===== src/rtl/pwm_pkg.sv =====
// pwm_pkg: shared definitions for the multi-channel PWM.
//   - pwm_mode_e : counter mode encoding (edge / center aligned)
//   - calc_div   : prescaler divide ratio, never below 1
//   - clamp_duty : saturate a duty value to 2^res
package pwm_pkg;

  typedef enum logic {
    MODE_EDGE   = 1'b0,
    MODE_CENTER = 1'b1
  } pwm_mode_e;

  function automatic int unsigned calc_div(int unsigned clk_freq, int unsigned pwm_freq,
                                           int unsigned res);
    int unsigned d;
    d = clk_freq / (pwm_freq * (32'd1 << res));
    return (d < 1) ? 1 : d;
  endfunction

  function automatic int unsigned clamp_duty(int unsigned val, int unsigned res);
    int unsigned lim;
    lim = 32'd1 << res;
    return (val > lim) ? lim : val;
  endfunction

endpackage


===== src/rtl/pwm_timebase.sv =====
// pwm_timebase: shared prescaler and period counter for pwm_multi.
// Ports:
//   clk_i          system clock
//   rst_i          synchronous active-high reset
//   enable_i       run enable; low holds prescaler/counter at zero
//   center_i       requested mode, latched at each period boundary
//   cnt_o          current counter value
//   run_o          high once the first boundary after enable has been seen
//   boundary_o     combinational: this cycle's edge starts a new period
//   period_start_o registered one-cycle pulse, coincident with cnt_o == 0
module pwm_timebase
  import pwm_pkg::*;
#(
  parameter int unsigned CLK_FREQ = 50_000_000,
  parameter int unsigned PWM_FREQ = 1000,
  parameter int unsigned RES      = 8
) (
  input  logic           clk_i,
  input  logic           rst_i,
  input  logic           enable_i,
  input  logic           center_i,
  output logic [RES-1:0] cnt_o,
  output logic           run_o,
  output logic           boundary_o,
  output logic           period_start_o
);

  localparam int unsigned Div  = calc_div(CLK_FREQ, PWM_FREQ, RES);
  localparam int unsigned PscW = (Div > 1) ? $clog2(Div) : 1;
  localparam logic [RES-1:0] CntMax = '1;

  logic [PscW-1:0] psc_q, psc_d;
  logic [RES-1:0]  cnt_q, cnt_d;
  logic            dir_q, dir_d;   // 0 = counting up, 1 = counting down
  pwm_mode_e       mode_q, mode_d;
  logic            run_q, run_d;
  logic            ps_q, ps_d;
  logic            tick;
  logic            boundary;

  always_comb begin
    psc_d    = psc_q;
    cnt_d    = cnt_q;
    dir_d    = dir_q;
    mode_d   = mode_q;
    run_d    = run_q;
    ps_d     = 1'b0;
    tick     = 1'b0;
    boundary = 1'b0;
    if (!enable_i) begin
      psc_d = '0;
      cnt_d = '0;
      dir_d = 1'b0;
      run_d = 1'b0;
    end else begin
      tick  = (psc_q == PscW'(Div - 1));
      psc_d = tick ? '0 : psc_q + PscW'(1);
      if (tick) begin
        if (!run_q) begin
          cnt_d = '0;
        end else if (mode_q == MODE_EDGE) begin
          cnt_d = cnt_q + RES'(1);  // natural wrap MAX -> 0
        end else if (!dir_q) begin
          if (cnt_q == CntMax) begin
            cnt_d = cnt_q - RES'(1);
            dir_d = 1'b1;
          end else begin
            cnt_d = cnt_q + RES'(1);
          end
        end else begin
          cnt_d = cnt_q - RES'(1);
        end
        // Start of a period: first tick after enabling, or counter returning to zero.
        if (!run_q || (cnt_d == '0)) begin
          boundary = 1'b1;
          run_d    = 1'b1;
          dir_d    = 1'b0;
          mode_d   = pwm_mode_e'(center_i);
          ps_d     = 1'b1;
        end
      end
    end
  end

  always_ff @(posedge clk_i) begin
    if (rst_i) begin
      psc_q  <= '0;
      cnt_q  <= '0;
      dir_q  <= 1'b0;
      mode_q <= MODE_EDGE;
      run_q  <= 1'b0;
      ps_q   <= 1'b0;
    end else begin
      psc_q  <= psc_d;
      cnt_q  <= cnt_d;
      dir_q  <= dir_d;
      mode_q <= mode_d;
      run_q  <= run_d;
      ps_q   <= ps_d;
    end
  end

  assign cnt_o          = cnt_q;
  assign run_o          = run_q;
  assign boundary_o     = boundary;
  assign period_start_o = ps_q;

endmodule


===== src/rtl/pwm_multi.sv =====
// pwm_multi: CHANNELS independent PWM outputs sharing one timebase.
// Duties are double-buffered (shadow -> active at each period boundary).
// Ports:
//   MAX10_CLK1_50 system clock
//   RST           synchronous active-high reset
//   ENABLE        run enable; low idles outputs at POLARITY
//   CENTER        0 = edge-aligned, 1 = center-aligned (taken at boundary)
//   POLARITY      per-channel inversion, 1 = active-low
//   WR_EN/ADDR/DATA  duty write port, data saturates at 2^RES
//   PWM_OUT       registered PWM outputs
//   PERIOD_START  one-cycle pulse per period
module pwm_multi
  import pwm_pkg::*;
#(
  parameter int unsigned CLK_FREQ = 50_000_000,
  parameter int unsigned PWM_FREQ = 1000,
  parameter int unsigned CHANNELS = 4,
  parameter int unsigned RES      = 8,
  localparam int unsigned AW      = (CHANNELS > 1) ? $clog2(CHANNELS) : 1
) (
  input  logic                MAX10_CLK1_50,
  input  logic                RST,
  input  logic                ENABLE,
  input  logic                CENTER,
  input  logic [CHANNELS-1:0] POLARITY,
  input  logic                WR_EN,
  input  logic [AW-1:0]       WR_ADDR,
  input  logic [RES:0]        WR_DATA,
  output logic [CHANNELS-1:0] PWM_OUT,
  output logic                PERIOD_START
);

  localparam int unsigned DW = RES + 1;

  logic [RES-1:0]      cnt;
  logic                run;
  logic                boundary;
  logic [DW-1:0]       wr_duty;
  logic                wr_valid;
  logic [CHANNELS-1:0] raw;
  logic [CHANNELS-1:0] pwm_q, pwm_d;

  pwm_timebase #(
    .CLK_FREQ (CLK_FREQ),
    .PWM_FREQ (PWM_FREQ),
    .RES      (RES)
  ) u_timebase (
    .clk_i          (MAX10_CLK1_50),
    .rst_i          (RST),
    .enable_i       (ENABLE),
    .center_i       (CENTER),
    .cnt_o          (cnt),
    .run_o          (run),
    .boundary_o     (boundary),
    .period_start_o (PERIOD_START)
  );

  assign wr_duty  = DW'(clamp_duty(32'(WR_DATA), RES));
  assign wr_valid = WR_EN && (32'(WR_ADDR) < CHANNELS);

  for (genvar g = 0; g < CHANNELS; g++) begin : g_ch
    logic [DW-1:0] shadow_q, shadow_d;
    logic [DW-1:0] active_q, active_d;
    logic          wr_hit;

    assign wr_hit = wr_valid && (WR_ADDR == AW'(g));

    always_comb begin
      shadow_d = wr_hit ? wr_duty : shadow_q;
      active_d = active_q;
      // Loading from shadow_d lets a write on the boundary cycle take effect immediately.
      if (boundary) begin
        active_d = shadow_d;
      end
    end

    always_ff @(posedge MAX10_CLK1_50) begin
      if (RST) begin
        shadow_q <= '0;
        active_q <= '0;
      end else begin
        shadow_q <= shadow_d;
        active_q <= active_d;
      end
    end

    assign raw[g] = ENABLE && run && ({1'b0, cnt} < active_q);
  end

  assign pwm_d = raw ^ POLARITY;

  always_ff @(posedge MAX10_CLK1_50) begin
    if (RST) begin
      pwm_q <= '0;
    end else begin
      pwm_q <= pwm_d;
    end
  end

  assign PWM_OUT = pwm_q;

endmodule


===== config.mk =====
export PLATFORM = sky130hd
export DESIGN_NAME = pwm_multi
export DESIGN_NICKNAME = d
export VERILOG_FILES = /design/src/rtl/pwm_pkg.sv /design/src/rtl/pwm_timebase.sv /design/src/rtl/pwm_multi.sv
export SDC_FILE = /design/constraint.sdc
export NUM_CORES = 1
export LEC_CHECK = 0
export BUFFER_PORTS_ARGS = -buffer_cell sky130_fd_sc_hd__buf_4
export CAP_MARGIN = 20
export CORE_UTILIZATION = 35
export CTS_CLUSTER_DIAMETER = 30
export DETAILED_ROUTE_END_ITERATION = 10
export PLACE_DENSITY = 0.49
export SYNTH_ARGS = -nofsm -noshare
export SYNTH_HDL_FRONTEND = slang
export SYNTH_SLANG_ARGS = --single-unit

===== constraint.sdc =====
create_clock -name MAX10_CLK1_50 -period 3.1 [get_ports MAX10_CLK1_50]
set_input_delay 0.93 -clock MAX10_CLK1_50 [delete_from_list [all_inputs] [get_ports MAX10_CLK1_50]]
set_output_delay 0.93 -clock MAX10_CLK1_50 [all_outputs]
set_load 0.1 [all_outputs]

### Word-level counts from Yosys, hierarchy flattened

Cells that the tools add are included.

| word-level totals | value |
|---|---|
| memories kept | 0 |
| ROM bits | 0 |
| memory bits (writable) | 0 |
| flip-flop bits (word level) | 96 |
| bits in latches | 0 |

| operators by class | value |
|---|---|
| multiply operators | 0 |
| bitwise gates (word level) | 2 |
| equal/unequal tests | 5 |
| shift-type cells | 0 |
| div/mod/pow operators | 0 |
| add/sub/neg operators | 3 |
| reduce and logical (&&, ||, !) cells | 20 |
| magnitude comparators | 5 |
| multiplexer cells | 19 |

Operators with widths:

| operator | count |
|---|---|
| $mux W8 | 6 |
| $mux W9 | 5 |
| $lt A8 B9 Y1 | 4 |
| $add A8 B1 Y8 const B | 2 |
| $eq A8 B8 Y1 const B | 2 |
| $gt A9 B9 Y1 const B | 1 |
| $logic_and A1 B1 Y1 | 9 |
| $logic_not A8 Y1 | 1 |
| $mux W1 | 8 |
| $sub A8 B1 Y8 const B | 1 |
| $reduce_and A3 Y1 | 2 |
| $eq A2 B2 Y1 const B | 2 |
| $reduce_bool A2 Y1 | 2 |
| $xor A4 B4 Y4 | 1 |
| $reduce_or A3 Y1 | 1 |
| $eq A2 B1 Y1 const B | 1 |
| $logic_not A2 Y1 | 1 |
| $reduce_and A2 Y1 | 1 |
| $reduce_or A2 Y1 | 1 |
| $logic_not A1 Y1 | 1 |
| $logic_or A1 B1 Y1 | 1 |
| $not A1 Y1 | 1 |

### Longest topological paths before layout

Gate-level depths: netlist of run 1.

| depth | value |
|---|---|
| word-level depth | 12 |
| depth in mapped cells | 11 |
| mapped depth without buffers | 9 |

### Hierarchy

Synthesis of run 1 repeated with hierarchy kept, for this count alone.

| second synthesis, totals | value |
|---|---|
| cells, all modules | 565 |
| area, all modules | 4714.5 µm² |

Modules (own cells, without submodules):

| module | times used | cells an instance | area each (µm²) |
|---|---|---|---|
| pwm_multi | 1 | 400 | 3368.2 |
| pwm_timebase | 1 | 165 | 1346.3 |

### Worst setup path before layout of run 1

Ideal clock, no wire load.

| timing | value |
|---|---|
| path kind | register to register |
| start | register u_timebase.cnt_q[1], in the netlist u_timebase.cnt_o[1] |
| end | register g_ch[2].active_q[0] |
| buffers on the path | 1 |
| arrival time | 3.033 ns |
| library setup time | 0.121 ns |
| data required time | 2.979 ns |
| path slack | -0.054 ns |
| stages on the path, launching flop included | 10 |
| path through | dfxtp_1 > ha_1 > and4_1 > a31oi_1 > a41oi_1 > xnor2_1 > or4_4 > o32ai_4 > buf_6 > mux2_2 |

| between the ends | value |
|---|---|
| cells in the longest elaborated chain, start to end | 12 |
| elaborated cells between the ends (all ways) | 14 |

RTL lines:

| item | line | source |
|---|---|---|
| start, declared | pwm_timebase.sv:33 | `logic [RES-1:0] cnt_q, cnt_d;` |
| start signal, assigned | pwm_timebase.sv:95 | `cnt_q <= cnt_d;` |
| $add A8 B1 Y8 (tied with other cells) | pwm_timebase.sv:62, pwm_timebase.sv:68 |  |
| $mux W8 | pwm_timebase.sv:64 | `if (cnt_q == CntMax) begin` |
| $mux W8 | pwm_timebase.sv:63 | `end else if (!dir_q) begin` |
| $mux W8 (*) | pwm_timebase.sv:61 | `end else if (mode_q == MODE_EDGE) begin` |
| $mux W8 (*) | pwm_timebase.sv:59 | `if (!run_q) begin` |
| $mux W8 (*) | pwm_timebase.sv:58 | `if (tick) begin` |
| $mux W8 (*) | pwm_timebase.sv:50 | `if (!enable_i) begin` |
| $logic_not A8 Y1 (*) | pwm_timebase.sv:74 | `if (!run_q \|\| (cnt_d == '0)) begin` |
| $logic_or A1 B1 Y1 (*) | pwm_timebase.sv:74 |  |
| $mux W1 (*) | pwm_timebase.sv:74 |  |
| $mux W1 (*) | pwm_timebase.sv:58 |  |
| $mux W1 (*) | pwm_timebase.sv:50 |  |
| end signal, assigned | pwm_multi.sv:83 | `active_q <= active_d;` |
| end, declared | pwm_multi.sv:63 | `logic [DW-1:0] active_q, active_d;` |

Every way passes the cells marked *; elsewhere a longest branch is shown, timed or not. The select of a mux whose other input is x is not followed.
A chain may end at the register's enable or synchronous reset.

### Worst setup path in the final report of run 1

| timing | value |
|---|---|
| start | register u_timebase.cnt_q[0], in the netlist u_timebase.cnt_o[0] |
| end | register g_ch[1].active_q[2] |

| between the ends | value |
|---|---|
| cells in the longest elaborated chain, start to end | 12 |
| elaborated cells between the ends (all ways) | 14 |

RTL lines:

| item | line |
|---|---|
| $add A8 B1 Y8 (tied with other cells) | pwm_timebase.sv:62, pwm_timebase.sv:68 |
| $mux W8 | pwm_timebase.sv:64 |
| $mux W8 | pwm_timebase.sv:63 |
| $mux W8 (*) | pwm_timebase.sv:61 |
| $mux W8 (*) | pwm_timebase.sv:59 |
| $mux W8 (*) | pwm_timebase.sv:58 |
| $mux W8 (*) | pwm_timebase.sv:50 |
| $logic_not A8 Y1 (*) | pwm_timebase.sv:74 |
| $logic_or A1 B1 Y1 (*) | pwm_timebase.sv:74 |
| $mux W1 (*) | pwm_timebase.sv:74 |
| $mux W1 (*) | pwm_timebase.sv:58 |
| $mux W1 (*) | pwm_timebase.sv:50 |
| end signal, assigned | pwm_multi.sv:83 |
| end, declared | pwm_multi.sv:63 |

Marked as above.

==> results of run 1 <==
cell usage in the layout (no fill, tap or decap), types with 7 or more instances in the layout:
cell type / Yosys / routed
dfxtp_1: 96 / 94
xnor2_1: 7 / 7
a21o_1: 20 / 20
nand3_1: 10 / 10
inv_1: 36 / 36
nor2_1: 60 / 59
nand2b_1: 7 / 7
ha_1: 32 / 32
mux2_2: 40 / 40
nand2_1: 81 / 81
a21oi_1: 48 / 48
buf_4: 0 / 47
nor2b_1: 21 / 21
clkbuf_16: 0 / 9
sequential cells by signal, summed over array words and instances (netlist names):
name and count:
u_timebase.dir_q 1, u_timebase.run_o 1, g_ch.shadow_q 36, u_timebase.cnt_o 8, u_timebase.mode_q 1, u_timebase.period_start_o 1
u_timebase.psc_q 8, PWM_OUT 4, g_ch.active_q 36
cell families after synthesis:
logic type / count (synthesis)
multiplexers: 42
AO/OA/AOI/OAI: 104
flip-flops: 96
adder cells (fa/ha/maj): 32
buffers and inverters: 63
AND/OR/NAND/NOR: 213
XOR/XNOR: 12
worst min-delay path, stage by stage, from the launching register on:
cell and delay (ns):
dfxtp_1 0.30, nand2_1 0.04, a21oi_1 0.06
power by group through the flow:
stage               combinational, mW  clock, mW  sequential, mW
floorplan                      0.0595          0            1.30
global placement                0.130          0            1.28
detailed placement              0.131          0            1.28
CTS                             0.131       1.16            1.25
global route                    0.141       1.20            1.25
finish                          0.129       1.11            1.25
per-stage QoR:
| step | setup WS (ns) | TNS (ns) | power, mW | hold slack (ns) | utilization, % |
|---|---|---|---|---|---|
| after global placement | 0.06524 | 0 | 1.409 | 0.4408 | 39.82 |
| after floorplan | 0.01105 | 0 | 1.358 | 0.4355 | - |
| after CTS | 0.01832 | 0 | 2.539 | 0.4588 | 42.03 |
| final | 0.04285 | 0 | 2.494 | 0.4573 | 42.18 |
| after detailed placement | 0.02592 | 0 | 1.411 | 0.4506 | 39.82 |
| after global routing | -0.03735 | -0.6590 | 2.593 | 0.4741 | 42.18 |
per-layer routing:
layer	up-vias	wire (um)	part of all wire (%)
li1	1960	-	-
met1	1793	6011	50
met2	75	5356	44
met3	21	426	3.5
met4	0	310	2.6
met5	-	0	0
worst max path at each step:
stage                                    from                   to  slack (ns)  cells past startpoint
after floorplan           u_timebase.cnt_o[1]  g_ch[2].active_q[0]        0.01                      8
after global placement    u_timebase.cnt_o[0]  g_ch[0].active_q[0]        0.07                      8
after detailed placement  u_timebase.cnt_o[0]  g_ch[2].active_q[5]        0.03                      8
after CTS                 u_timebase.cnt_o[0]  g_ch[2].active_q[5]        0.02                      8
after global routing      u_timebase.cnt_o[0]  g_ch[3].active_q[6]       -0.04                      8
final                     u_timebase.cnt_o[0]  g_ch[1].active_q[2]        0.04                      8
final cells by class:
type                            instances  area [um2]
Clock buffer                           10       239.0
Sequential cell                        96        1924
Tap cell                              176       220.2
Fill cell                            1399        7717
Inverter                               36       135.1
Timing Repair Buffer                   49       392.9
Multi-Input combinational cell        403        2663
Clock inverter                          5       56.30
repair_timing:
action | in CTS | in global routing
gates resized for setup | 0 | 6
setup buffers | 0 | 0
hold endpoints to repair | 0 | 0
setup endpoints to repair | 0 | 36
==> out/summary.txt, run 1 <==
DR vias/cell: 4.966
sequential share of the synthesized area: 39.85%
worst skew pair latency: 0.35 ns
CP arrival: 3.29 ns
logic gate share of total power: 5.2%
CTS Buffer Depth: 2
crit-path cells: or4_4, or4b_4, o311a_1, o21bai_1, or4_4, o32ai_4, buf_12, mux2_2
routed via count: 3849
first-pass GRT wire length: 19520 um
Leak: 2.190 nW
num ports: 25
Nets: 647
worst-margin pin slew: 0.7202 ns
Startpoint Class: register
TritonCTS clock tree: yes
Starting DRT DRC Count: 201
RSZ-0062 raised after global routing: yes
Buffers on Ports: 24
final setup fails: 0
met1 usage: 24.20%
mux contribution to synthesized area: 9.756%
Core Footprint: 0.01335 mm2
synthesized flop and latch total: 96
clk root buf: clkbuf_16
switching fraction of total power: 22.62%
adder-cell share of the synthesized area: 8.303%
synthesized area per cell: 8.580 um2
layout cell share with drive strength beyond 1: 20.03%
FP Rows: 42
drc violations: 0
GRT Util Overall: 18.12%
CP delay by family, top: simple AND/OR/NAND/NOR gates
1st-pass router iterations: 4
Die Area: 0.01425 mm2
Starting Density: 36.13%
largest family of logic cells by synthesized area: simple AND/OR/NAND/NOR gates
area delta synth->final: 16.76%
Crit Path Category: reg -> reg
Hold Crit Start: g_ch[1].shadow_q[4]
cts bufs inserted: 9
fraction of synthesized cell area in xor and xnor cells: 2.180%
share of synthesized cell area in and, or, nand and nor gates: 20.45%
commonest cells in the netlist: dfxtp_1 (96), nand2_1 (81), nor2_1 (60), a21oi_1 (48), mux2_2 (40)
Crit Path Max Fanout: 37
Worst Hold Path EP: g_ch[1].shadow_q[4]
Setup Skew: 0.006952 ns
drt total wl: 12100 um
CP bufs+invs: 1
clk sinks: 96
Cell Area, Synth: 0.004822 mm2
final weighted congestion in routability-driven placement: 0.8313
YS warnings: 0
Finished Layout Cells: 775
Antenna Nets Post-Route: 0
Hold-fix buffers, CTS: 0
Final Hold Vio Count: 0
placed cell area: 0.005315 mm2
outcome: finished clean
Die H: 119.4 um
synth top area cells: dfxtp_1 (40%), mux2_2 (9.3%), ha_1 (8.3%), nand2_1 (6.3%), a21oi_1 (5.0%)
Fmax achieved: 0.3271 GHz
Synth Area in Compound Gates: 14.04%
Worst R2R Setup Slack: 0.04 ns
Clock power frac: 44.7%
HPWL after DPL: 8507 um
FF-to-FF End: g_ch[1].active_q[2]
Reg2Reg Launch Point: u_timebase.cnt_o[0]
Internal: 1.930 mW
Worst EP required: 3.33 ns
Max Slew Vio Count: 0
Async SR Flop Fraction: 0%
met3 Use GR: 4.358%
vias in the first global route: 3828
CTS H-tree depth: 3
# Max-Cap Violations: 0
Sw Pwr: 0.5642 mW
Ant. Diodes: 0
met2 Use GR: 28.16%
VDD IR max: 0.2256 mV
initial antenna violation count: 0
sequential power share: 50.2%
final period utilization: 98.62%
critical path endpoint category: register
net count after synthesis: 614
R2R cell count: 8
worst min path class: reg -> reg
CP max-delay cell: or4_4
placed cells: 760
gr ovfl total: 0
cell with the most instances after synthesis: dfxtp_1
maximum number of pins on one net before global-route repair: 52
power per cell area: 443.0 mW/mm2
Syn Inst Count: 562
CP dominant cell by count: or4_4
Yosys top cell by area: dfxtp_1
Yosys cell types: 50
fin area: 0.005630 mm2
Most Crowded Layer GR: met2
Synth top area share: 39.85%
clock-pin slew on the worst setup and hold paths: 0.06 ns
EDFF count, synth: 0
relative slew slack: 51.81%
Crit path largest cell delay: 0.55 ns
fin crit period: 3.057 ns
hold depth: 2
wire per inst: 15.62 um
Die Width: 119.4 um
Main synth FF type: dfxtp_1
(Power assumes the default switching activity.)
==> run 2: changes to the inputs <==
Settings changed: CTS_BUF_LIST set to sky130_fd_sc_hd__clkbuf_2.
==> out/summary.txt, run 2 (synthesis results as in run 1) <==
final weighted congestion in routability-driven placement: 0.8313 (unchanged)
worst min path class: reg -> reg
CTS Buffer Depth: 2 (unchanged)
Hold-fix buffers, CTS: 0 (unchanged)
wire per inst: 15.58 um (-0.25%)
CTS H-tree depth: 3 (unchanged)
Starting Density: 36.13% (unchanged)
GRT Util Overall: 18.09% (-0.031 points)
hold depth: 2 (unchanged)
critical path endpoint category: register
Final Hold Vio Count: 0 (unchanged)
drc violations: 0 (unchanged)
leading cell type in the layout, fill and taps excluded: dfxtp_1
switching fraction of total power: 25.98% (+3.4 points)
Setup Skew: 0.02122 ns (+0.01426 ns)
num ports: 25 (unchanged)
clk sinks: 96 (unchanged)
Crit Path Max Fanout: 37 (unchanged)
logic gate share of total power: 6.5% (+1.3 points)
Startpoint Class: register
Crit Path Category: reg -> reg
commonest cells after routing, fill and taps aside: dfxtp_1 (93), nand2_1 (81), nor2_1 (60)
TritonCTS clock tree: yes
Fill cells: 1421 (+1.6%)
Nets: 647 (unchanged)
cts bufs inserted: 9 (unchanged)
gr ovfl total: 0 (unchanged)
CP max-delay cell: or4_4
placed cell area: 0.005315 mm2 (unchanged)
relative slew slack: 51.37% (-0.44 points)
clk root buf: clkbuf_2
1st-pass router iterations: 4 (unchanged)
Sw Pwr: 0.5165 mW (-8.4%)
Die Area: 0.01425 mm2 (unchanged)
fin area: 0.005428 mm2 (-3.6%)
Worst Hold Path EP: g_ch[1].shadow_q[6]
CP dominant cell by count: or4_4
Internal: 1.471 mW (-24%)
routed via count: 3872 (+0.60%)
Clock power frac: 30.3% (-14 points)
VDD IR max: 0.1675 mV (-26%)
Reg2Reg Launch Point: u_timebase.cnt_o[0]
worst-margin pin slew: 0.7267 ns (+0.006512 ns)
Largest regs: g_ch.active_q (36), g_ch.shadow_q (36)
Hold Crit Start: g_ch[1].shadow_q[6]
FF-to-FF End: g_ch[1].active_q[5]
Worst EP required: 3.60 ns (+0.27 ns)
maximum number of pins on one net before global-route repair: 52 (unchanged)
Buffers on Ports: 24 (unchanged)
Starting DRT DRC Count: 170 (-15%)
Ant. Diodes: 0 (unchanged)
DR vias/cell: 4.996 (+0.60%)
CP arrival: 3.58 ns (+0.29 ns)
HPWL after DPL: 8507 um (unchanged)
Max Slew Vio Count: 0 (unchanged)
vias in the first global route: 3819 (-0.24%)
Seq. cell area: 0.001926 mm2 (about the same)
FP Rows: 42 (unchanged)
final period utilization: 99.26% (+0.65 points)
Fmax achieved: 0.3250 GHz (-0.65%)
Crit path largest cell delay: 0.55 ns (about the same)
placed cells: 760 (unchanged)
Leak: 2.109 nW (-3.7%)
worst skew pair latency: 0.59 ns (+0.24 ns)
Antenna Nets Post-Route: 0 (unchanged)
first-pass GRT wire length: 19490 um (-0.14%)
Die Width: 119.4 um (unchanged)
Die H: 119.4 um (unchanged)
crit-path cells: or4_4, or4b_4, o311a_1, o21bai_1, or4_4, o32ai_4, buf_12, mux2_2
Core Footprint: 0.01335 mm2 (unchanged)
Finished Layout Cells: 775 (unchanged)
drt total wl: 12070 um (-0.25%)
sequential power share: 63.2% (+13 points)
final setup fails: 0 (unchanged)
setup TNS: 0 ns (unchanged)
Worst R2R Setup Slack: 0.02 ns (-0.02 ns)
outcome: finished clean
CP startpoint: u_timebase.cnt_o[0]
layout cell share with drive strength beyond 1: 19.53% (-0.50 points)
# Max-Cap Violations: 0 (unchanged)
fin crit period: 3.077 ns (+0.02004 ns)
clock-pin slew on the worst setup and hold paths: 0.23 ns (+0.17 ns)
initial antenna violation count: 0 (unchanged)
RSZ-0062 raised after global routing: yes
area delta synth->final: 12.56%
R2R cell count: 8 (unchanged)
power per cell area: 366.2 mW/mm2 (-17%)
Multi-input gate area: 0.002649 mm2 (-0.52%)
-- run 2: cell count changes in the layout (fill, tap and decap cells not counted), sizes merged --
cell / delta
clkinv: +1
clkbuf: -1
-- run 2: how the worst max path moves through the flow --
stage	endpoint	depth (start not counted)
floorplan	g_ch[2].active_q[0]	8
global placement	g_ch[0].active_q[0]	8
detailed placement	g_ch[2].active_q[5]	8
CTS	g_ch[1].active_q[5]	8
global route	g_ch[3].active_q[6]	8
finish	g_ch[1].active_q[5]	8
-- run 2: power groups by stage --
stage                     Sequential, mW  Clock [mW]  Combinational (mW)
after floorplan                     1.30           0              0.0595
after global placement              1.28           0               0.130
after detailed placement            1.28           0               0.131
after CTS                           1.26       0.637               0.132
after global routing                1.26       0.682               0.141
final                               1.26       0.602               0.129
-- run 2: metrics by stage --
stage               setup WS [ns]  power [mW]  util, %  hold WS, ns
finish                    0.02281       1.988    40.66       0.4747
global route             -0.05361       2.083    40.66       0.4923
CTS                      0.006612       2.026    40.61       0.4757
detailed placement        0.02592       1.411    39.82       0.4506
global placement          0.06524       1.409    39.82       0.4408
floorplan                 0.01105       1.358        -       0.4355
-- run 2: routing by layer --
layer / track usage [%] / routed length (um) / up-vias
li1: - / - / 1957
met1: 24.14 / 5990 / 1816
met2: 28.13 / 5276 / 78
met3: 4.502 / 502 / 21
met4: 6.641 / 304 / 0
met5: 0 / 0 / -
-- run 2: worst max-delay path, delay by kind of cell (launching register included) --
kind / cells / cell delay (ns)
AND/OR/NAND/NOR: 3 / 1.49
AO/OA/AOI/OAI: 3 / 0.47
multiplexers: 1 / 0.37
flip-flops: 1 / 0.39
buffers and inverters: 1 / 0.28
-- run 2: layout make-up --
type	count	area share [%]
inverters	36	2.490
repair buffers	49	7.238
multi-input cells	403	48.80
clock buffers	9	0.8299
well taps	176	4.057
flip-flops and latches	96	35.48
clock inverters	6	1.106
-- run 2: timing repair --
action,4_1_cts,5_1_grt
endpoints found under the setup margin,0,36
gates resized for setup,0,4
setup buffers,0,0
==> run 3: changes to the inputs <==
Settings changed: BUFFER_PORTS_ARGS -buffer_cell sky130_fd_sc_hd__buf_4 to unset, DONT_BUFFER_PORTS set to 1, PLACE_DENSITY 0.49 to 0.48.
==> out/summary.txt, run 3 (synthesis results as in run 1) <==
Setup Skew: 0.04055 ns (+0.01933 ns)
final period utilization: 101.3% (+2.0 points)
Buffers on Ports: 0 (-100%)
VDD IR max: 0.2241 mV (+34%)
worst min path class: in -> reg
failing checks: negative setup slack
first-pass GRT wire length: 18430 um (-5.5%)
routed via count: 3719 (-4.0%)
Starting DRT DRC Count: 146 (-14%)
HPWL after DPL: 8120 um (-4.6%)
GRT Util Overall: 17.00% (-1.1 points)
1st-pass router iterations: 4 (unchanged)
CP startpoint: u_timebase.cnt_o[1]
vias in the first global route: 3561 (-6.8%)
TritonCTS clock tree: yes
initial antenna violation count: 0 (unchanged)
Nets: 628 (-2.9%)
CTS Buffer Depth: 2 (unchanged)
CTS H-tree depth: 3 (unchanged)
cts bufs inserted: 9 (unchanged)
commonest cells after routing, fill and taps aside: dfxtp_1 (94), nand2_1 (81), nor2_1 (59)
final setup fails: 27 (+27)
Die Area: 0.01425 mm2 (unchanged)
setup TNS: -0.6058 ns (-0.6058 ns)
Core Util, Final: 40.88% (+0.22 points)
gr ovfl total: 0 (unchanged)
Antenna Nets Post-Route: 0 (unchanged)
Crit Path Max Fanout: 7 (-81%)
Max Slew Vio Count: 0 (unchanged)
DR vias/cell: 4.919 (-1.5%)
clock-pin slew on the worst setup and hold paths: 0.28 ns (+0.05 ns)
Reg2Reg Launch Point: u_timebase.cnt_o[1]
Die H: 119.4 um (unchanged)
maximum number of pins on one net before global-route repair: 85 (+63%)
RSZ-0062 raised after global routing: yes
Hold Crit Start: RST
worst-margin pin slew: 0.9448 ns (+0.2180 ns)
final worst slack: -0.03968 ns (-0.06249 ns)
Leak: 2.065 nW (-2.1%)
area delta synth->final: 13.16%
Fmax achieved: 0.3185 GHz (-2.0%)
drt total wl: 11860 um (-1.7%)
CP arrival: 3.65 ns (+0.07 ns)
FP Rows: 42 (unchanged)
critical path endpoint category: register
clk root buf: clkbuf_2
Ant. Diodes: 0 (unchanged)
num ports: 25 (unchanged)
Starting Density: 36.13% (unchanged)
Crit Path Category: reg -> reg
Largest regs: g_ch.active_q (36), g_ch.shadow_q (36)
final weighted congestion in routability-driven placement: 0.9119 (+9.7%)
fin crit period: 3.140 ns (+0.06249 ns)
clk sinks: 96 (unchanged)
drc violations: 0 (unchanged)
Fill cells: 1361 (-4.2%)
Die Width: 119.4 um (unchanged)
leading cell type in the layout, fill and taps excluded: dfxtp_1
relative slew slack: 36.93% (-14 points)
Final Hold Vio Count: 0 (unchanged)
Core Footprint: 0.01335 mm2 (unchanged)
Worst EP required: 3.61 ns (about the same)
outcome: finished with violations
power per cell area: 357.7 mW/mm2 (-2.3%)
worst skew pair latency: 0.61 ns (+0.02 ns)
layout cell share with drive strength beyond 1: 17.24% (-2.3 points)
wire per inst: 15.69 um (+0.73%)
total power: 1.952 mW (-1.8%)
Startpoint Class: register
# Max-Cap Violations: 0 (unchanged)
==> run 3: cell count changes in the layout (fill, tap and decap cells not counted), sizes merged <==
cell,before,now
clkinvlp,1,0
clkbuf,9,12
buf,49,28
==> run 3: metrics by stage <==
stage / worst slack (ns) / instance area [um2] / hold slack (ns) / std cells
finish: -0.03968 / 5456 / 0.4152 / 756
global route: -0.1244 / 5456 / 0.3143 / 756
detailed placement: 0.03337 / 5107 / 0.4422 / 734
global placement: 0.06956 / 5107 / 0.4379 / 734
floorplan: 0.01105 / 4828 / 0.4355 / 562
CTS: 0.007300 / 5216 / 0.3308 / 749
==> run 3: power breakdown <==
group,switching [mW],internal (mW)
Clock,0.430,0.187
Sequential,0.0249,1.25
Combinational,0.0395,0.0197
Total,0.494,1.46
==> run 3: final timing paths <==
check                           depth (start not counted)                   to  slack (ns)
worst max-delay path                                    9  g_ch[1].active_q[7]       -0.04
worst min-delay path                                    1  g_ch[3].shadow_q[2]        0.42
worst max register to register                          9  g_ch[1].active_q[7]       -0.04
worst min register to register                          2  g_ch[0].shadow_q[8]        0.47
==> run 3: repair_timing <==
action | in CTS | in global routing
setup endpoints to repair | 3 | 36
gates resized for setup | 1 | 35
setup buffers | 0 | 4
pin swaps | 0 | 4
hold buffers | 0 | 0
gates cloned | 0 | 3
==> run 3: worst max-delay path: stages (launching register included) <==
cell	delay (ns)
dfxtp_4	0.41
or4_4	0.53
or4b_4	0.53
o311a_1	0.15
o21bai_4	0.17
or4_4	0.50
o32ai_4	0.13
buf_12	0.17
clkbuf_16	0.17
mux2_4	0.29
==> run 3: final cells by class <==
cell class | instances | area [um2] | area share (%)
Clock inverter | 5 | 57.56 | 1.055
Sequential cell | 96 | 1929 | 35.36
Timing Repair Buffer | 30 | 304.0 | 5.572
Inverter | 36 | 135.1 | 2.477
Multi-Input combinational cell | 403 | 2760 | 50.58
Clock buffer | 10 | 50.05 | 0.9172
Tap cell | 176 | 220.2 | 4.036
==> run 3: layer usage <==
layer | track usage, % | wire length [um] | part of all wire, %
met3 | 4.502 | 379 | 3.2
met2 | 27.36 | 5322 | 45
met1 | 22.44 | 6003 | 51
met5 | 0 | 0 | 0
met4 | 4.453 | 159 | 1.3
